==> src/rtl/duck_round_ctl.sv <==
// Round/wave scheduler for the duck motion controller.
// It launches ducks with pseudo-random start position, direction and reflection budget,
// scales speeds with the round number, and keeps per-round hit/miss tallies.
module duck_round_ctl #(
  parameter int unsigned DUCKS_PER_ROUND = 10,
  parameter int unsigned PASS_HITS       = 6,
  parameter int unsigned MAX_ROUND       = 15,
  parameter int unsigned TIMEOUT_FRAMES  = 600,
  parameter int unsigned HIT_FRAMES      = 30,
  parameter int unsigned GAP_FRAMES      = 60
) (
  input  logic       clk_i,
  input  logic       rst_ni,
  input  logic       new_frame_i,
  input  logic       game_start_i,
  input  logic       shot_hit_i,
  input  logic       duck_escaped_i,
  output logic       duck_run_o,
  output logic       duck_falling_o,
  output logic       duck_direction_o,
  output logic [4:0] reflections_o,
  output logic [4:0] duck_v_spd_o,
  output logic [4:0] duck_h_spd_o,
  output logic [9:0] duck_start_x_o,
  output logic [3:0] round_num_o,
  output logic [3:0] duck_idx_o,
  output logic [3:0] hit_count_o,
  output logic [3:0] miss_count_o,
  output logic       round_done_o,
  output logic       game_over_o
);

  localparam logic [2:0] StIdle     = 3'd0;
  localparam logic [2:0] StLoad     = 3'd1;
  localparam logic [2:0] StFly      = 3'd2;
  localparam logic [2:0] StHit      = 3'd3;
  localparam logic [2:0] StEscape   = 3'd4;
  localparam logic [2:0] StGap      = 3'd5;
  localparam logic [2:0] StRoundEnd = 3'd6;

  logic [2:0]  state_q, state_d;
  logic [15:0] lfsr_q, lfsr_d;
  logic [15:0] frame_cnt_q, frame_cnt_d;
  logic [3:0]  round_q, round_d;
  logic [3:0]  idx_q, idx_d;
  logic [3:0]  hits_q, hits_d;
  logic [3:0]  miss_q, miss_d;
  logic        run_q, run_d;
  logic        falling_q, falling_d;
  logic        dir_q, dir_d;
  logic [4:0]  refl_q, refl_d;
  logic [4:0]  v_spd_q, v_spd_d;
  logic [4:0]  h_spd_q, h_spd_d;
  logic [9:0]  start_x_q, start_x_d;
  logic        round_done_q, round_done_d;
  logic        game_over_q, game_over_d;

  logic [5:0]  h_sum, v_sum;
  logic [3:0]  idx_inc;
  logic        fly_timeout, hit_done, gap_done;

  // Free-running right-shift Fibonacci LFSR, taps 16,14,13,11.
  always_comb begin
    lfsr_d = {lfsr_q[0] ^ lfsr_q[2] ^ lfsr_q[3] ^ lfsr_q[5], lfsr_q[15:1]};
  end

  // Frame-wait terminal conditions: true on the cycle that samples the last frame.
  always_comb begin
    fly_timeout = new_frame_i && (frame_cnt_q == 16'(TIMEOUT_FRAMES - 1));
    hit_done    = new_frame_i && (frame_cnt_q == 16'(HIT_FRAMES - 1));
    gap_done    = new_frame_i && (frame_cnt_q == 16'(GAP_FRAMES - 1));
    idx_inc     = idx_q + 4'd1;
    h_sum       = 6'd4 + {2'b00, round_q};
    v_sum       = 6'd3 + {2'b00, round_q} + {5'b00000, lfsr_q[12]};
  end

  // Main sequencer: state transitions, tallies and configuration latching.
  always_comb begin
    state_d     = state_q;
    round_d     = round_q;
    idx_d       = idx_q;
    hits_d      = hits_q;
    miss_d      = miss_q;
    dir_d       = dir_q;
    v_spd_d     = v_spd_q;
    h_spd_d     = h_spd_q;
    start_x_d   = start_x_q;
    game_over_d = game_over_q;

    case (state_q)
      StIdle: begin
        if (game_start_i) begin
          round_d     = 4'd0;
          idx_d       = 4'd0;
          hits_d      = 4'd0;
          miss_d      = 4'd0;
          game_over_d = 1'b0;
          state_d     = StLoad;
        end
      end
      StLoad: begin
        start_x_d = 10'd64 + {1'b0, lfsr_q[8:0]};
        dir_d     = lfsr_q[9];
        h_spd_d   = (h_sum > 6'd31) ? 5'd31 : h_sum[4:0];
        v_spd_d   = (v_sum > 6'd31) ? 5'd31 : v_sum[4:0];
        state_d   = StFly;
      end
      StFly: begin
        // A hit outranks an escape or timeout in the same cycle.
        if (shot_hit_i) begin
          hits_d  = hits_q + 4'd1;
          state_d = StHit;
        end else if (duck_escaped_i || fly_timeout) begin
          state_d = StEscape;
        end
      end
      StHit: begin
        if (hit_done) state_d = StGap;
      end
      StEscape: begin
        miss_d  = miss_q + 4'd1;
        state_d = StGap;
      end
      StGap: begin
        if (gap_done) begin
          idx_d   = idx_inc;
          state_d = (idx_inc == 4'(DUCKS_PER_ROUND)) ? StRoundEnd : StLoad;
        end
      end
      StRoundEnd: begin
        if ((32'(hits_q) >= PASS_HITS) && (32'(round_q) < MAX_ROUND)) begin
          round_d = round_q + 4'd1;
          idx_d   = 4'd0;
          hits_d  = 4'd0;
          miss_d  = 4'd0;
          state_d = StLoad;
        end else begin
          game_over_d = 1'b1;
          state_d     = StIdle;
        end
      end
      default: state_d = StIdle;
    endcase
  end

  // Frame counter restarts on every state change and counts frames in waiting states.
  always_comb begin
    frame_cnt_d = frame_cnt_q;
    if (state_d != state_q) begin
      frame_cnt_d = 16'd0;
    end else if (new_frame_i && (state_q == StFly || state_q == StHit || state_q == StGap)) begin
      frame_cnt_d = frame_cnt_q + 16'd1;
    end
  end

  // Registered status outputs decoded from the next state so they align with it.
  always_comb begin
    run_d        = (state_d == StFly);
    falling_d    = (state_d == StHit);
    round_done_d = (state_d == StRoundEnd);
    refl_d       = 5'd0;
    if (state_d == StFly) begin
      refl_d = (state_q == StLoad) ? (5'd3 + {3'b000, lfsr_q[11:10]}) : refl_q;
    end
  end

  // State registers with asynchronous active-low reset.
  always_ff @(posedge clk_i or negedge rst_ni) begin
    if (!rst_ni) begin
      state_q      <= StIdle;
      lfsr_q       <= 16'hACE1;
      frame_cnt_q  <= 16'd0;
      round_q      <= 4'd0;
      idx_q        <= 4'd0;
      hits_q       <= 4'd0;
      miss_q       <= 4'd0;
      run_q        <= 1'b0;
      falling_q    <= 1'b0;
      dir_q        <= 1'b0;
      refl_q       <= 5'd0;
      v_spd_q      <= 5'd0;
      h_spd_q      <= 5'd0;
      start_x_q    <= 10'd0;
      round_done_q <= 1'b0;
      game_over_q  <= 1'b0;
    end else begin
      state_q      <= state_d;
      lfsr_q       <= lfsr_d;
      frame_cnt_q  <= frame_cnt_d;
      round_q      <= round_d;
      idx_q        <= idx_d;
      hits_q       <= hits_d;
      miss_q       <= miss_d;
      run_q        <= run_d;
      falling_q    <= falling_d;
      dir_q        <= dir_d;
      refl_q       <= refl_d;
      v_spd_q      <= v_spd_d;
      h_spd_q      <= h_spd_d;
      start_x_q    <= start_x_d;
      round_done_q <= round_done_d;
      game_over_q  <= game_over_d;
    end
  end

  assign duck_run_o       = run_q;
  assign duck_falling_o   = falling_q;
  assign duck_direction_o = dir_q;
  assign reflections_o    = refl_q;
  assign duck_v_spd_o     = v_spd_q;
  assign duck_h_spd_o     = h_spd_q;
  assign duck_start_x_o   = start_x_q;
  assign round_num_o      = round_q;
  assign duck_idx_o       = idx_q;
  assign hit_count_o      = hits_q;
  assign miss_count_o     = miss_q;
  assign round_done_o     = round_done_q;
  assign game_over_o      = game_over_q;

endmodule

==> config.mk <==
export PLATFORM = sky130hd
export DESIGN_NAME = duck_round_ctl
export DESIGN_NICKNAME = d
export VERILOG_FILES = /design/src/rtl/duck_round_ctl.sv
export SDC_FILE = /design/constraint.sdc
export NUM_CORES = 1
export LEC_CHECK = 0
export ABC_CLOCK_PERIOD_IN_PS = 6600
export BUFFER_PORTS_ARGS = -buffer_cell sky130_fd_sc_hd__buf_4
export CORE_MARGIN = 4
export CORE_UTILIZATION = 50
export CTS_CLUSTER_SIZE = 30
export DETAILED_ROUTE_END_ITERATION = 6
export GPL_ROUTABILITY_DRIVEN = 0
export HOLD_SLACK_MARGIN = 0.08
export PLACE_DENSITY = 0.71
export RECOVER_POWER = 25
export SYNTH_ARGS = -nofsm -noshare
export SYNTH_HDL_FRONTEND = slang
export SYNTH_SLANG_ARGS = --single-unit
export TNS_END_PERCENT = 20
==> constraint.sdc <==
create_clock -name clk_i -period 6.6 [get_ports clk_i]
set_input_delay 0 -clock clk_i [delete_from_list [all_inputs] [get_ports clk_i]]
set_output_delay 0 -clock clk_i [all_outputs]
set_load 0.05 [all_outputs]
==> impl_metrics.py <==
metrics = {
    "outcome": {
        "status": "finished clean",
    },
    "setup_path": {
        "cpPeakStageDelay_ns": 1.05,
        "crit_chain": "nand2b_1 > a21o_1 > a2111oi_1 > nor4_1",
        "cp_slowest_cell": "a2111oi_1",
        "startpoint": "state_q[0]",
        "worst-setup-path-type": "flop to flop",
        "arrival_ns": 2.79,
        "critPathMaxFanout": 27,
        "critPathTopFamily": "compound AO/OA/AOI/OAI gates",
        "r2r_start": "state_q[0]",
        "critPathRequiredTime_ns": 6.77,
        "critical_path_buf_inv_count": 0,
        "start_kind": "flop",
        "endpoint_kind": "flop",
    },
    "synth": {
        "yosys_register_bits": 79,
        "syn_avg_cell_area_um2": 10.5,
        "syn_inst": 365,
        "yosys_warnings": 0,
        "async_flop_share_pct": 100,
        "synth_edf_count": 0,
        "yosysUniqueCellTypes": 65,
        "synth_top_area_share_pct": 46.2,
        "synth_ff_type": "dfrtp_1",
        "synth_area_leaders": "dfrtp_1 (46%), dfstp_2 (5.5%), ha_1 (4.6%)",
        "yosysTopAreaCell": "dfrtp_1",
        "seq_area_frac_synth_pct": 51.7,
        "synth_area_um2": 3850,
    },
    "timing": {
        "whs_ns": 0.134,
        "tns_ns": 0,
        "worstMarginPinSlew_ns": 1.26,
        "max_slew_margin_pct": 15.5,
        "fmax_ghz": 0.382,
        "rsz0062_at_grt": "no",
        "fin_crit_sh_pct": 39.7,
        "finalSetupViolCount": 0,
        "setup_slack_ns": 3.98,
        "period_minus_slack_ns": 2.62,
        "drv_slew": 0,
        "clock_skew_ns": 0.0135,
        "hold_violations": 0,
    },
    "route": {
        "viasPerCell": 5.50,
        "firstDrtPassIters": 4,
        "vias": 2844,
        "wl_per_cell_um": 15.1,
        "route.detailed.drc": 0,
        "drt_iter0_markers": 141,
        "wl_mm": 7.82,
        "final_antenna_net_count": 0,
    },
    "power_and_ir_drop": {
        "peakVddDrop_uv": 161,
        "p_seq_share_pct": 39.8,
        "p_sw_share_pct": 45.8,
        "internal_power_mw": 0.910,
        "pwr-share-comb_pct": 40.2,
        "clockPowerShare_pct": 19.9,
        "power.leakage_nw": 1.90,
        "pwr_density_cell_nw_per_um2": 384,
        "p_sw_mw": 0.768,
    },
    "die": {
        "fp.dieW_um": 95.7,
        "fp.dieArea_um2": 9160,
        "rows": 31,
        "core_um2": 7370,
        "ios": 52,
        "die_y_um": 95.7,
        "initial_core_util_pct": 52.2,
    },
    "global_routing": {
        "grt.overflow.total": 0,
        "antenna_found_initial": 0,
        "grt_usage_pct": 18.9,
        "grt-busiest-layer": "met2",
        "grt_max_degree": 80,
        "met1_usage_pct": 25.6,
        "grt_pass1_vias": 2764,
        "met2_usage_pct": 29.9,
        "grt_first_pass_wirelength_mm": 13.4,
        "met3_usage_pct": 3.99,
    },
    "min_path": {
        "min_from": "duck_escaped_i",
        "hold_path.class": "input port to flop",
    },
    "placed_design": {
        "post-place-ws_ns": 4.07,
        "placed_cell_area_um2": 4270,
        "dp_hpwl_mm": 5.38,
        "portBuffers": 49,
    },
    "cts": {
        "cts_buffers": 9,
        "clockBufferDepth": 2,
        "htree_levels": 3,
        "cts_sinks": 79,
        "cts_tree": "yes",
        "clkTransAtPathRegs_ns": 0.08,
        "cts_root_buf": "clkbuf_8",
        "clkLatencyLatePin_ns": 0.35,
    },
    "layout": {
        "areaGrowthSynthToFinish_pct": 13.8,
        "n_antenna_cell": 0,
        "fillers": 672,
        "utilization_pct": 59.4,
        "drive_gt1_share_pct": 13.6,
        "fin_area_um2": 4380,
        "nets": 433,
    },
    "run": {
        "drv_cap": 0,
    },
}
## power groups by stage
stage,Clock (mW),Combinational [mW],Sequential (mW)
after global placement,0,0.701,0.675
after CTS,0.341,0.716,0.669
after floorplan,0,0.354,0.835
after global routing,0.366,0.741,0.685
final,0.334,0.676,0.669
after detailed placement,0,0.710,0.678
## routing by layer
metal	vias up	part of all wire (%)
li1	1397	-
met1	1369	47
met2	73	48
met3	5	4.5
met4	0	0.93
met5	-	0
## sequential cells by signal, indices dropped and copies added, names as in the netlist, 3 cells and up
| register | count |
|---|---|
| duck_h_spd_o | 5 |
| duck_idx_o | 4 |
| duck_start_x_o | 10 |
| duck_v_spd_o | 5 |
| frame_cnt_q | 16 |
| hit_count_o | 4 |
| lfsr_q | 16 |
| miss_count_o | 4 |
| reflections_o | 3 |
| round_num_o | 4 |
| state_q | 3 |
## per-stage QoR
stage,std cells,power [mW]
after global routing,517,1.79
after CTS,517,1.73
final,517,1.68
after detailed placement,498,1.39
after global placement,498,1.38
after floorplan,366,1.19
## path summary, 6_finish.rpt
check                      depth (start not counted)  slack, ns           endpoint
hold reg to reg                                    0       0.34         lfsr_q[13]
max in group asynchronous                          2       5.61     frame_cnt_q[5]
hold / removal                                     4       0.13         state_q[2]
min in group asynchronous                          2       0.36  duck_start_x_o[6]
setup reg to reg                                   4       3.98     frame_cnt_q[4]
setup / recovery                                   4       3.98     frame_cnt_q[4]
## synth_stat cells (2+ instances only)
cell,number
a211o_1,2
nor3_1,7
or3_1,2
nand3_1,13
a2111oi_0,2
and3_1,3
o22ai_1,3
ha_1,14
xor2_1,12
a21o_1,4
mux2_2,9
nand4_1,6
dfrtp_1,71
clkbuf_1,10
xnor2_1,12
inv_1,12
nand2b_1,8
o21ai_0,26
nor4_1,9
and3b_1,2
buf_4,3
dfstp_2,8
a21oi_1,11
nor3b_1,2
nor2b_1,5
and2_1,2
o21a_1,2
nand2_1,31
mux2i_1,2
nor2_1,30
o2bb2ai_1,3
or4_4,2
o31ai_1,4
buf_1,2
## cell families after synthesis
family | share of synthesized area (%)
AO/OA/AOI/OAI | 13.0
buffers and inverters | 3.35
multiplexers | 3.16
XOR/XNOR | 5.47
AND/OR/NAND/NOR | 18.7
flip-flops | 51.7
adder cells (fa/ha/maj) | 4.55
other | 0.0975
## tightest hold or removal path: stages
cell and delay (ns):
buf_4 0.10, a21oi_1 0.04, nor4_1 0.18, a211o_1 0.13
## area by class of cell
cell class / count / area (µm²) / share of cell area, %
clock buffer: 12 / 155 / 3.55
clock inverter: 4 / 30.0 / 0.686
inverter: 12 / 45.0 / 1.03
multi-input combinational: 258 / 1730 / 39.6
sequential: 79 / 1990 / 45.4
tap: 99 / 124 / 2.83
timing repair buffer: 53 / 300 / 6.86
## cell usage in the layout (no fill, tap or decap), types with 8 or more instances in the layout
master | Yosys | layout
dfrtp_1 | 71 | 71
nand2_1 | 31 | 31
nor2_1 | 30 | 30
clkbuf_1 | 10 | 29
o21ai_0 | 26 | 26
buf_4 | 3 | 22
ha_1 | 14 | 14
nand3_1 | 13 | 13
inv_1 | 12 | 12
xor2_1 | 12 | 12
xnor2_1 | 12 | 12
a21oi_1 | 11 | 11
clkbuf_8 | 0 | 11
nor4_1 | 9 | 9
mux2_2 | 9 | 9
nand2b_1 | 8 | 8
## repair_timing
item                      4_1_cts  5_1_grt
buffers inserted                0        0
resized for setup               0        0
hold endpoints to repair       74        0
hold buffers                    3        0
Power figures use the tool's default switching activity.
